File: src/rtl/verin_pwm_gen_if.sv
// verin_pwm_gen_if: register-side inputs and bridge-side outputs of the tiller actuator
// PWM stage. The master drives the registers; the slave is the PWM generator.
interface verin_pwm_gen_if #(
    parameter int unsigned CNT_W   = 16,
    parameter int unsigned ANGLE_W = 12
) ();
    logic [CNT_W-1:0]   frequency;
    logic [CNT_W-1:0]   duty;
    logic               sens;
    logic [ANGLE_W-1:0] angle_barre;
    logic [ANGLE_W-1:0] butee_d;
    logic [ANGLE_W-1:0] butee_g;
    logic               pwm_out;
    logic               sens_out;
    logic               fin_course_d;
    logic               fin_course_g;
    logic               period_tick;

    modport master (
        output frequency, duty, sens, angle_barre, butee_d, butee_g,
        input  pwm_out, sens_out, fin_course_d, fin_course_g, period_tick
    );

    modport slave (
        input  frequency, duty, sens, angle_barre, butee_d, butee_g,
        output pwm_out, sens_out, fin_course_d, fin_course_g, period_tick
    );
endinterface

File: src/rtl/verin_pwm_gen.sv
// verin_pwm_gen: H-bridge PWM with shadowed period/duty/direction and hardware
// end-of-travel cut-off. Define VERIN_DEAD_TIME_EN to add dead time on reversal.
module verin_pwm_gen #(
    parameter int unsigned CNT_W       = 16,
    parameter int unsigned ANGLE_W     = 12,
    parameter int unsigned DEAD_CYCLES = 50
) (
    input logic            clk_clk,
    input logic            reset_reset,
    verin_pwm_gen_if.slave bus
);

`ifdef VERIN_DEAD_TIME_EN
    typedef enum logic [1:0] {StIdle, StRun, StBlocked, StDead} state_e;
    localparam logic [CNT_W-1:0] DeadLast = CNT_W'(DEAD_CYCLES - 1);
`else
    typedef enum logic [1:0] {StIdle, StRun, StBlocked} state_e;
`endif

    if (DEAD_CYCLES == 0) begin : gen_dead_check
        $error("DEAD_CYCLES must be at least 1");
    end

    state_e             state_q, state_d;
    logic [CNT_W-1:0]   cnt_q, cnt_d;
    logic [CNT_W-1:0]   period_q, period_d;
    logic [CNT_W-1:0]   duty_q, duty_d;
    logic               sens_q, sens_d;
    logic               fin_d_q, fin_g_q;
    logic               pwm_q, pwm_d;
    logic               sens_out_q, sens_out_d;
    logic               tick_q, tick_d;
    logic               boundary;
    logic [ANGLE_W-1:0] angle, lim_d, lim_g;

    assign angle = bus.angle_barre;
    assign lim_d = bus.butee_d;
    assign lim_g = bus.butee_g;

    logic at_end, freq_ok, blocked, blocked_new;
    assign at_end      = (cnt_q == period_q - CNT_W'(1));
    assign freq_ok     = (bus.frequency >= CNT_W'(2));
    assign blocked     = sens_q ? fin_d_q : fin_g_q;
    // Blocking as it will be once the direction sampled at this boundary is active.
    assign blocked_new = bus.sens ? fin_d_q : fin_g_q;

    always_ff @(posedge clk_clk) begin
        if (reset_reset) begin
            state_q <= StIdle;
        end else begin
            state_q <= state_d;
        end
    end

    always_comb begin
        state_d  = state_q;
        cnt_d    = cnt_q;
        period_d = period_q;
        duty_d   = duty_q;
        sens_d   = sens_q;
        boundary = 1'b0;
        unique case (state_q)
            StIdle: begin
                cnt_d    = '0;
                period_d = bus.frequency;
                duty_d   = bus.duty;
                sens_d   = bus.sens;
                if (freq_ok) state_d = StRun;
            end
            StRun, StBlocked: begin
                if (state_q == StRun && blocked) state_d = StBlocked;
                if (at_end) begin
                    boundary = 1'b1;
                    cnt_d    = '0;
                    period_d = bus.frequency;
                    duty_d   = bus.duty;
                    sens_d   = bus.sens;
                    if (!freq_ok) state_d = StIdle;
`ifdef VERIN_DEAD_TIME_EN
                    else if (bus.sens != sens_q) state_d = StDead;
`endif
                    else state_d = blocked_new ? StBlocked : StRun;
                end else begin
                    cnt_d = cnt_q + CNT_W'(1);
                end
            end
`ifdef VERIN_DEAD_TIME_EN
            StDead: begin
                if (cnt_q == DeadLast) begin
                    cnt_d   = '0;
                    state_d = blocked ? StBlocked : StRun;
                end else begin
                    cnt_d = cnt_q + CNT_W'(1);
                end
            end
`endif
            default: state_d = StIdle;
        endcase
    end

    always_comb begin
        pwm_d  = (state_q == StRun) && !blocked && (cnt_q < duty_q);
        tick_d = boundary && (state_d == StRun || state_d == StBlocked);
`ifdef VERIN_DEAD_TIME_EN
        // The bridge keeps its old direction until the dead time has elapsed.
        sens_out_d = (state_d == StDead) ? sens_out_q : sens_d;
`else
        sens_out_d = sens_d;
`endif
    end

    always_ff @(posedge clk_clk) begin
        if (reset_reset) begin
            cnt_q      <= '0;
            period_q   <= '0;
            duty_q     <= '0;
            sens_q     <= 1'b0;
            fin_d_q    <= 1'b0;
            fin_g_q    <= 1'b0;
            pwm_q      <= 1'b0;
            sens_out_q <= 1'b0;
            tick_q     <= 1'b0;
        end else begin
            cnt_q      <= cnt_d;
            period_q   <= period_d;
            duty_q     <= duty_d;
            sens_q     <= sens_d;
            fin_d_q    <= (angle >= lim_d);
            fin_g_q    <= (angle <= lim_g);
            pwm_q      <= pwm_d;
            sens_out_q <= sens_out_d;
            tick_q     <= tick_d;
        end
    end

    assign bus.pwm_out      = pwm_q;
    assign bus.sens_out     = sens_out_q;
    assign bus.fin_course_d = fin_d_q;
    assign bus.fin_course_g = fin_g_q;
    assign bus.period_tick  = tick_q;

endmodule
File: src/flat_wrapper.sv
// flat-port wrapper written by rule: the top's interface ports become plain ports
module verin_pwm_gen_flat 
#(
    parameter int unsigned CNT_W       = 16,
    parameter int unsigned ANGLE_W     = 12,
    parameter int unsigned DEAD_CYCLES = 50
)
  (clk_clk, reset_reset, bus_frequency, bus_duty, bus_sens, bus_angle_barre, bus_butee_d, bus_butee_g, bus_pwm_out, bus_sens_out, bus_fin_course_d, bus_fin_course_g, bus_period_tick);
  verin_pwm_gen_if #(.CNT_W(CNT_W), .ANGLE_W(ANGLE_W)) bus_i ();
  input logic clk_clk;
  input logic reset_reset;
  input wire logic [$bits(bus_i.frequency)-1:0] bus_frequency;
  input wire logic [$bits(bus_i.duty)-1:0] bus_duty;
  input wire logic [$bits(bus_i.sens)-1:0] bus_sens;
  input wire logic [$bits(bus_i.angle_barre)-1:0] bus_angle_barre;
  input wire logic [$bits(bus_i.butee_d)-1:0] bus_butee_d;
  input wire logic [$bits(bus_i.butee_g)-1:0] bus_butee_g;
  output wire logic [$bits(bus_i.pwm_out)-1:0] bus_pwm_out;
  output wire logic [$bits(bus_i.sens_out)-1:0] bus_sens_out;
  output wire logic [$bits(bus_i.fin_course_d)-1:0] bus_fin_course_d;
  output wire logic [$bits(bus_i.fin_course_g)-1:0] bus_fin_course_g;
  output wire logic [$bits(bus_i.period_tick)-1:0] bus_period_tick;
  assign bus_i.frequency = bus_frequency;
  assign bus_i.duty = bus_duty;
  assign bus_i.sens = bus_sens;
  assign bus_i.angle_barre = bus_angle_barre;
  assign bus_i.butee_d = bus_butee_d;
  assign bus_i.butee_g = bus_butee_g;
  assign bus_pwm_out = bus_i.pwm_out;
  assign bus_sens_out = bus_i.sens_out;
  assign bus_fin_course_d = bus_i.fin_course_d;
  assign bus_fin_course_g = bus_i.fin_course_g;
  assign bus_period_tick = bus_i.period_tick;
  verin_pwm_gen #(.CNT_W(CNT_W), .ANGLE_W(ANGLE_W), .DEAD_CYCLES(DEAD_CYCLES)) u_core (.clk_clk(clk_clk), .reset_reset(reset_reset), .bus(bus_i));
endmodule
File: config.mk
export PLATFORM = sky130hd
export DESIGN_NAME = verin_pwm_gen_flat
export DESIGN_NICKNAME = d
export VERILOG_FILES = /design/src/rtl/verin_pwm_gen_if.sv /design/src/rtl/verin_pwm_gen.sv /design/src/flat_wrapper.sv
export SDC_FILE = /design/constraint.sdc
export NUM_CORES = 1
export LEC_CHECK = 0
export ABC_AREA = 1
export BUFFER_PORTS_ARGS = -buffer_cell sky130_fd_sc_hd__buf_2
export CAP_MARGIN = 20
export CORE_ASPECT_RATIO = 1.5
export CORE_MARGIN = 3
export CORE_UTILIZATION = 50
export DETAILED_ROUTE_END_ITERATION = 8
export PLACE_DENSITY = 0.79
export SYNTH_ARGS = -nofsm -noshare
export SYNTH_HDL_FRONTEND = slang
export SYNTH_SLANG_ARGS = --single-unit
File: constraint.sdc
create_clock -name clk_clk -period 4.1 [get_ports clk_clk]
set_clock_uncertainty 0.15 [all_clocks]
set_input_delay 0.41 -clock clk_clk [delete_from_list [all_inputs] [get_ports clk_clk]]
set_output_delay 0.41 -clock clk_clk [all_outputs]
set_load 0.05 [all_outputs]
# Yosys cells after proc, flatten, opt, wreduce, memory -nomap -nowiden
# Cells that the tools add are included.
[word_totals] in_bits=71 ff_bits=55 word_cells=49
[op_classes] muxes=18 reduce_logical=10 addsub=2 eq_ne=6 magnitude_cmp=4
[op_table] op="case mux 16 bit (2 select lines)" count=3
[op_table] op="2-to-1 mux 16 bit" count=3
[op_table] op="adder 16 x 1 -> 16 bit (second input constant)" count=1
[op_table] op="equality test 16 bit" count=1
[op_table] op=">= comparator 16 x 2 -> 1 bit (second input constant)" count=1
[op_table] op="< comparator 16 bit" count=1
[op_table] op="subtractor 16 x 1 -> 16 bit (second input constant)" count=1
[op_table] op=">= comparator 12 bit" count=1
[op_table] op="<= comparator 12 bit" count=1
[op_table] op="2-to-1 mux 2 bit" count=5
[op_table] op="2-to-1 mux 1 bit" count=5
[op_table] op="equality test 2 x 1 -> 1 bit (second input constant)" count=2
[op_table] op="equality test 2 bit (second input constant)" count=2
[op_table] op="logical AND 1 bit" count=4
[op_table] op="case mux 2 bit (2 select lines)" count=1
[op_table] op="zero test 2 bit" count=1
[op_table] op="!= test 2 x 1 -> 1 bit (second input constant)" count=1
[op_table] op="case mux 1 bit (2 select lines)" count=1
[op_table] op="AND reduction 2 bit" count=1
[op_table] op="nonzero test 2 bit" count=1
[op_table] op="OR reduction 2 bit" count=1
[op_table] op="zero test 1 bit" count=1
[op_table] op="logical OR 1 bit" count=1

# Logic depth before layout (Yosys ltp)
# Gate-level depths: netlist (run 1).
[logic_depth] depth_word=8 depth_mapped=20

# Worst setup path before layout (run 1)
# No wires, ideal clock.
[synth_path] kind="reg2reg" start="register u_core.period_q[0]" end="register u_core.period_q[10]" path_buffers=2 arrival_time_ps=2056 setup_ps=116 synth_period_minus_slack_ps=2322 stages_incl_launch_ff=18 path_slack_ps=1778 path_cell_list="dfxtp_1 -> inv_2 -> ha_1 -> nand2_1 -> clkinv_1 -> nor2_1 -> xnor2_1 -> nand3_1 -> nor3_4 -> nand2_4 -> inv_4 -> nand2_1 -> nand2_2 -> inv_2 -> buf_6 -> buf_6 -> nor2_1 -> nor2_1"
[synth_between] elab_chain_cells=4
[synth_lines] element="from (decl)" line_no="verin_pwm_gen.sv:26" rtl="logic [CNT_W-1:0] period_q, period_d;"
[synth_lines] element="from (signal assigned)" line_no="verin_pwm_gen.sv:125" rtl="period_q <= period_d;"
[synth_lines] element="subtractor 16 x 1 -> 16 bit" line_no="verin_pwm_gen.sv:41" rtl="assign at_end = (cnt_q == period_q - CNT_W'(1));"
[synth_lines] element="equality test 16 bit" line_no="verin_pwm_gen.sv:41"
[synth_lines] element="!= test 2 x 1 -> 1 bit (no line)"
[synth_lines] element="AND reduction 2 bit (no line)"
# No other way between the ends.
# A chain may end at the register's enable or synchronous reset.

# Final worst setup path (run 1)
[layout_path] start="register u_core.period_q[0]" end="register u_core.duty_q[12]"
[layout_between] elab_chain_cells=4
[layout_lines] element="subtractor 16 x 1 -> 16 bit" line_no="verin_pwm_gen.sv:41"
[layout_lines] element="equality test 16 bit" line_no="verin_pwm_gen.sv:41"
[layout_lines] element="!= test 2 x 1 -> 1 bit (no line)"
[layout_lines] element="AND reduction 2 bit (no line)"
[layout_lines] element="to (signal assigned)" line_no="verin_pwm_gen.sv:126" rtl="duty_q <= duty_d;"
[layout_lines] element="to (decl)" line_no="verin_pwm_gen.sv:27" rtl="logic [CNT_W-1:0] duty_q, duty_d;"
# No other way between the ends.

==> summary.md, run 1 <==
| Metric | Value |
|---|---|
| Status | completed |
| CTS Sinks | 55 |
| DRC Markers | 0 |
| Area growth, synth to finish | 13.9% |
| CTS tree | yes |
| #FFs+latches synth | 55 |
| Crit share post-route | 0.754 |
| Clock root buffer | clkbuf_16 |
| Final Setup Violations | 0 |
| Share of cells above drive strength 1 | 0.149 |
| Slowest library cell on the worst path | inv_2 |
| Via density | about 5.3 |
| Sequential share of the synthesized area | 0.266 |
| CP bufs+invs | 3 |
| Hold Crit Class | input port to register |
| CTS max path bufs | 2 |
| Critical Path, Cell by Cell | inv_2 -> ha_1 -> nand2_2 -> nor2_4 -> nand2_1 -> nand2_1 -> nand2_1 -> nor2_1 -> nand2_1 -> nor2_4 -> nand2_4 -> inv_4 -> nand2_1 -> nand2_2 -> inv_2 -> o21ai_0 -> a21oi_1 |
| WL/cell | between 10 and 15 um |
| Worst Tran Pin Value | 1.07 ns |
| Final hold violation count | 0 |
| Yosys top cell by area | dfxtp_1 |
| Synth async-reset ratio | 0 |
| Post-route ant nets | 0 |
| Commonest non-fill, non-tap cell in the layout | nand2_1 |
| # rows | 40 |
| Largest net degree at the start of global routing | 48 |
| Critical Path RT | approximately 4.1 ns |
| Reg clk slew, reported paths | ~0.070 ns |
| Vias in the first global route | ~4000 |
| Post CTS Setup Buffer Count | 0 |
| Core area | 8010 um2 |
| Biggest cell delay along the critical path | about 0.36 ns |
| Area contributors post-synth | dfxtp_1, ha_1, nand2_1 |
| CP arrival | between 3 and 4 ns |
| Antenna diode count | 0 |
| Setup TNS | 0 ns |
| Crit end category | register |
| Yosys top cell area share | 0.266 |
| Worst VDD drop | between 0.2 and 0.25 mV |
| Crit. Startpoint | u_core.period_q[0]$_SDFFE_PP0P_ |
| Global-route wire length before repair | roughly 18000 um |
| Leak | between 2 and 2.5 nW |
| Fmax | around 0.32 GHz |
| Final WL | 10600 um |
| Clock Latency Late Sink | around 0.30 ns |
| Initial Util | 0.516 |
| Final nets | roughly 800 |
| Chip height | about 120 um |
| CTS resizes | 0 |
| Crit Path Class | register to register |
| Final GP Congestion | about 0.88 |
| Mapped Cells | ~610 |
| Hold WS | 0.192 ns |
| Pwr/cell area | between 300 and 400 nW/um2 |
| Post-DP HPWL | just under 9000 um |
| Hold_sp | bus_duty[0] |
| Yosys Warn Count | 0 |
| Number of H-tree levels | 2 |
| Initial antenna violation count | 0 |
| Total GRT Usage | 0.233 |
| Via count | approximately 4200 |
| CP startpoint kind | register |
| Crit path max fanout | 47 |
| # Max-Cap Violations | 0 |
| Commonest non-fill, non-tap cells in the layout | nand2_1, inv_1, buf_2, nor2_1, a21oi_1 |
| 1st-iter DRT viols | 160 |
| Ys flop type | dfxtp_1 |
| First drt pass iteration count | 5 |
| CTS Buf Count | 5 |
| Avg Cell Area, Syn | between 6 and 7 um2 |
| Crit path time final | around 3 ns |
| IO Count | 76 |
| Max-slew violation count | 0 |
| Total die area | between 9000 and 10000 um2 |
| Unique masters post-synth | between 40 and 50 |
| R2r startpoint | u_core.period_q[0]$_SDFFE_PP0P_ |
| Total grt overflow | 0 |
| CP most frequent cell | nand2_1 |
| Syn nets | between 700 and 800 |
| Worst path top cell family by delay | simple AND/OR/NAND/NOR gates |
| Synthesized cell area | 4140 um2 |
| Buffers on Ports | between 70 and 80 |
| RSZ-0062 raised after global routing | no |
| # hold bufs at CTS | 0 |
| Chip width | around 80 um |
| EDFF count, synth | 0 |
| Rel. slew slack | 0.282 |
==> worst reg2reg max path, cell delays in order, from the launching register on <==
cell     delay [ns]
dfxtp_1        0.32
inv_2          0.09
ha_1           0.21
nand2_2        0.14
nor2_4         0.19
nand2_1        0.08
nand2_1        0.08
nand2_1        0.07
nor2_1         0.11
nand2_1        0.09
nor2_4         0.14
nand2_4        0.10
inv_4          0.09
nand2_1        0.06
nand2_2        0.29
inv_2          0.36
o21ai_0        0.30
a21oi_1        0.07
==> registers in the layout, summed over array words and instances (netlist names) <==
register,count
u_core.bus.fin_course_d,1
u_core.bus.fin_course_g,1
u_core.bus.period_tick,1
u_core.bus.pwm_out,1
u_core.cnt_q,16
u_core.duty_q,16
u_core.period_q,16
u_core.sens_q,1
u_core.state_q,2
==> cells by family after synthesis <==
kind of cell / after synthesis / synth area share
flops: 55 / 0.266
simple gates: 259 / 0.280
compound gates: 124 / 0.161
buf+inv: 108 / 0.109
xor+xnor: 23 / 0.0505
fa+ha+maj: 44 / 0.133
==> metal layers <==
| metal | routed length (um) | share of wire | global-route usage |
|---|---|---|---|
| met5 | 0 | 0 | 0 |
| met4 | 422 | 0.040 | 0.109 |
| met3 | 501 | 0.047 | 0.0361 |
| met2 | 5780 | 0.55 | 0.437 |
| met1 | 3900 | 0.37 | 0.244 |
==> power by group <==
part	internal (mW)	leakage [nW]	switching, mW	total (mW)
Sequential	0.591	0.453	0.0522	0.643
Combinational	0.214	1.77	0.377	0.592
Clock	0.307	0.0875	0.193	0.500
==> metrics by stage <==
| stage | area, um2 | utilization | worst slack, ns | total power, mW | instances |
|---|---|---|---|---|---|
| 2_1_floorplan | 4140 | - | 1.78 | 1.11 | 613 |
| 3_3_place_gp | 4530 | 0.566 | 1.17 | 1.23 | 775 |
| 3_5_place_dp | 4530 | 0.566 | 1.00 | 1.25 | 775 |
| 4_1_cts | 4710 | 0.588 | 0.999 | 1.75 | 783 |
| 5_1_grt | 4710 | 0.588 | 0.685 | 1.86 | 783 |
| 6_report | 4710 | 0.588 | 1.01 | 1.74 | 783 |
==> final cells by class <==
class | count | area (um2)
fillers | 777 | 3300
multi-input cells | 450 | 2580
inverters | 90 | 340
clock inverters | 2 | 38.8
repair buffers | 75 | 375
flip-flops and latches | 55 | 1100
clock buffers | 6 | 139
well taps | 105 | 131
==> synthesized netlist by cell type (2+ instances only) <==
master and instances:
nor3_1 5, nor2_1 70, o21ai_0 40, nor2_4 3, o211ai_1 5, buf_6 5
ha_1 44, o21ai_1 7, inv_2 3, xnor2_1 13, nor2_2 4, dfxtp_1 55
nor4_1 3, nand2_2 3, o21a_1 4, nand2_1 109, nand3_1 35, nor3b_1 2
nand4_1 16, nand3b_1 3, xor2_1 9, and3_1 2, a211oi_1 2, a21oi_1 59
clkbuf_1 10, inv_1 85, a21boi_0 2
==> final timing paths <==
kind                                    end  slack, ns  cells past startpoint
min reg2reg   u_core.duty_q[6]$_SDFFE_PP0P_       0.31                      2
max reg2reg  u_core.duty_q[12]$_SDFFE_PP0P_       1.01                     17
max          u_core.duty_q[12]$_SDFFE_PP0P_       1.01                     17
min           u_core.duty_q[0]$_SDFFE_PP0P_       0.19                      3
(Power assumes the default switching activity.)
==> run 2: changes to the inputs <==
--- a/config.mk
+++ b/config.mk
@@ -5,7 +5,7 @@
 export SDC_FILE = /design/constraint.sdc
 export NUM_CORES = 1
 export LEC_CHECK = 0
-export ABC_AREA = 1
+export ABC_AREA = 0
 export BUFFER_PORTS_ARGS = -buffer_cell sky130_fd_sc_hd__buf_2
 export CAP_MARGIN = 20
 export CORE_ASPECT_RATIO = 1.5
==> constraint.sdc (replaced) <==
create_clock -name clk_clk -period 3 [get_ports clk_clk]
set_clock_uncertainty 0.15 [all_clocks]
set_input_delay 0.3 -clock clk_clk [delete_from_list [all_inputs] [get_ports clk_clk]]
set_output_delay 0.3 -clock clk_clk [all_outputs]
set_load 0.05 [all_outputs]
==> summary.md, run 2 <==
| Metric | Value |
|---|---|
| Pwr/cell area | 469 nW/um2 (+27%) |
| Crit path time final | 2.85 ns (-0.244 ns) |
| Synthesized cell area | 3920 um2 (-5.1%) |
| Ys flop type | dfxtp_1 |
| #FFs+latches synth | 55 (unchanged) |
| # hold bufs at CTS | 0 (unchanged) |
| # Max-Cap Violations | 0 (unchanged) |
| Chip height | 114 um (-2.5%) |
| CTS tree | yes |
| Worst VDD drop | 0.232 mV (+1.2%) |
| Yosys top cell by area | dfxtp_1 |
| Share of cells above drive strength 1 | 0.204 (+0.0550) |
| Final nets | 673 (-15%) |
| Avg Cell Area, Syn | 8.24 um2 (+22%) |
| Fmax | 0.351 GHz (+8.6%) |
| DRC Markers | 0 (unchanged) |
| Crit path max fanout | 4 (-91%) |
| Tot Pwr | 2.15 mW (+24%) |
| Clock Latency Late Sink | 0.32 ns (+0.02 ns) |
| Placed Instances | 651 (-16%) |
| Number of H-tree levels | 2 (unchanged) |
| Count leader, synth | dfxtp_1 |
| Yosys top cell area share | 0.281 (+0.0144) |
| 1st-iter DRT viols | 219 (+37%) |
| Mapped Cells | 476 (-22%) |
| Commonest non-fill, non-tap cells in the layout | buf_2, dfxtp_1, inv_1, nor2_1, ha_1 |
| Unique masters post-synth | 46 (+9.5%) |
| Commonest non-fill, non-tap cell in the layout | buf_2 |
| Hold Crit Class | input port to register |
| Final cell count without fillers | 659 (-16%) |
| Total die area | 8970 um2 (-4.8%) |
| Buffers on Ports | 75 (unchanged) |
| Antenna diode count | 0 (unchanged) |
| Post-DP HPWL | 7690 um (-12%) |
| Hold WS | 0.0573 ns (-0.134 ns) |
| Max-slew violation count | 0 (unchanged) |
| Crit share post-route | 0.949 (+0.195) |
| Leak | 2.26 nW (-2.1%) |
| Total GRT Usage | 0.222 (-0.0109) |
| Worst Tran Pin Value | 0.892 ns (-0.180 ns) |
| Final setup margin | 0.153 ns (-0.856 ns) |
| WL/cell | 14.3 um (+5.7%) |
| CP arrival | 2.91 ns (-0.19 ns) |
| First drt pass iteration count | 4 (-1) |
| RSZ-0062 raised after global routing | no |
| Cell Area, Placed | 4470 um2 (-1.4%) |
| Worst R2R Setup Slack | 0.15 ns (-0.86 ns) |
| Initial antenna violation count | 0 (unchanged) |
| Rel. slew slack | 0.404 (+0.122) |
| Final GP Congestion | 0.962 (+9.2%) |
| Crit end category | register |
| Area contributors post-synth | dfxtp_1, ha_1, mux2i_1 |
| Post-route ant nets | 0 (unchanged) |
| Fill count | 675 (-13%) |
| Via density | 5.56 (+4.1%) |
| Initial Util | 0.529 (+0.0124) |
| CTS Buf Count | 5 (unchanged) |
| CP startpoint kind | register |
| Global-route wire length before repair | 16200 um (-8.5%) |
| Synth async-reset ratio | 0 (unchanged) |
| Area growth, synth to finish | 17.1% |
| EDFF count, synth | 0 (unchanged) |
| Core area | 7420 um2 (-7.4%) |
| Status | completed |
| Syn nets | 591 (-19%) |
| Final Setup Violations | 0 (unchanged) |
| CTS max path bufs | 2 (unchanged) |
| Final Core Density | 0.619 (+0.0313) |
| Sequential share of the synthesized area | 0.281 (+0.0144) |
| Total grt overflow | 0 (unchanged) |
| CTS Sinks | 55 (unchanged) |
| Yosys Warn Count | 0 (unchanged) |
| Post-synth top cells | dfxtp_1, inv_1, nor2_1 |
| Via count | 3665 (-12%) |
| Setup TNS | 0 ns (unchanged) |
| Vias in the first global route | 3748 (-6.5%) |
| Reg clk slew, reported paths | 0.10 ns (+0.03 ns) |
| Pre-CTS WS | -0.110 ns (-1.11 ns) |
| Largest regs | u_core.cnt_q x16, u_core.duty_q x16, u_core.period_q x16 |
| # rows | 38 (-5.0%) |
| Cell area after layout | 4590 um2 (-2.4%) |
| Clock root buffer | clkbuf_8 |
| Final WL | 9430 um (-11%) |
| IO Count | 76 (unchanged) |
| Chip width | 78.3 um (-2.4%) |
| Largest net degree at the start of global routing | 27 (-44%) |
| Final hold violation count | 0 (unchanged) |
| Critical Path RT | 3.06 ns (-1.05 ns) |
| Crit Path Class | register to register |
==> run 2: cell types whose count changed after synthesis, sizes merged, moves of 5 or more <==
cell,change
nand2b,+5
o21ai,-39
or3,+17
xnor2,-5
mux2i,+35
nor2b,+8
inv,-40
a21o,+7
a21oi,-39
and3,+7
nor2,-30
nor4,+7
nand2,-89
==> run 2: path summary, 6_finish.rpt <==
kind	cells past startpoint	endpoint	start
min	3	u_core.duty_q[12]$_SDFFE_PP0P_	bus_duty[12]
max	9	u_core.cnt_q[9]$_SDFFE_PP0P_	u_core.period_q[4]$_SDFFE_PP0P_
min reg2reg	2	u_core.duty_q[15]$_SDFFE_PP0P_	u_core.duty_q[15]$_SDFFE_PP0P_
max reg2reg	9	u_core.cnt_q[9]$_SDFFE_PP0P_	u_core.period_q[4]$_SDFFE_PP0P_
==> run 2: repair_timing <==
item                       CTS  global route
hold endpoints to repair     0             0
setup endpoints to repair   12            15
gates resized for setup      1             6
setup buffers                0             0
==> run 2: layout make-up <==
class,count,area (um2),area share
multi-input cells,357,2590,0.565
flip-flops and latches,55,1100,0.240
repair buffers,90,500,0.109
inverters,49,184,0.0400
well taps,100,125,0.0272
clock buffers,5,68.8,0.0150
clock inverters,3,20.0,0.00436
==> run 2: kinds of logic after synthesis <==
group           count (synthesis)  share of synthesized area
simple gates                  196                      0.269
compound gates                 62                      0.108
xor+xnor                       19                     0.0424
mux                            36                     0.0922
fa+ha+maj                      44                      0.140
flops                          55                      0.281
buf+inv                        64                     0.0676
==> run 2: worst max-delay path, stage by stage (launching register included) <==
cell	delay (ns)
dfxtp_1	0.37
or4_1	0.59
nor4_2	0.29
nand2_1	0.12
a31oi_1	0.19
nand4_1	0.20
buf_4	0.19
or3_1	0.40
a31oi_1	0.19
a21oi_1	0.06
==> run 2: power breakdown <==
part	internal (mW)	switching (mW)
Sequential	0.802	0.0684
Clock	0.163	0.255
Combinational	0.395	0.471
Total	1.36	0.794
==> run 2: routing by layer <==
| metal | vias to the layer above | global-route usage | wire, um | part of all wire |
|---|---|---|---|---|
| li1 | 1856 | - | - | - |
| met1 | 1685 | 0.233 | 3630 | 0.39 |
| met2 | 100 | 0.423 | 5020 | 0.53 |
| met3 | 24 | 0.0378 | 436 | 0.046 |
| met4 | 0 | 0.106 | 345 | 0.037 |
| met5 | - | 0 | 0 | 0 |
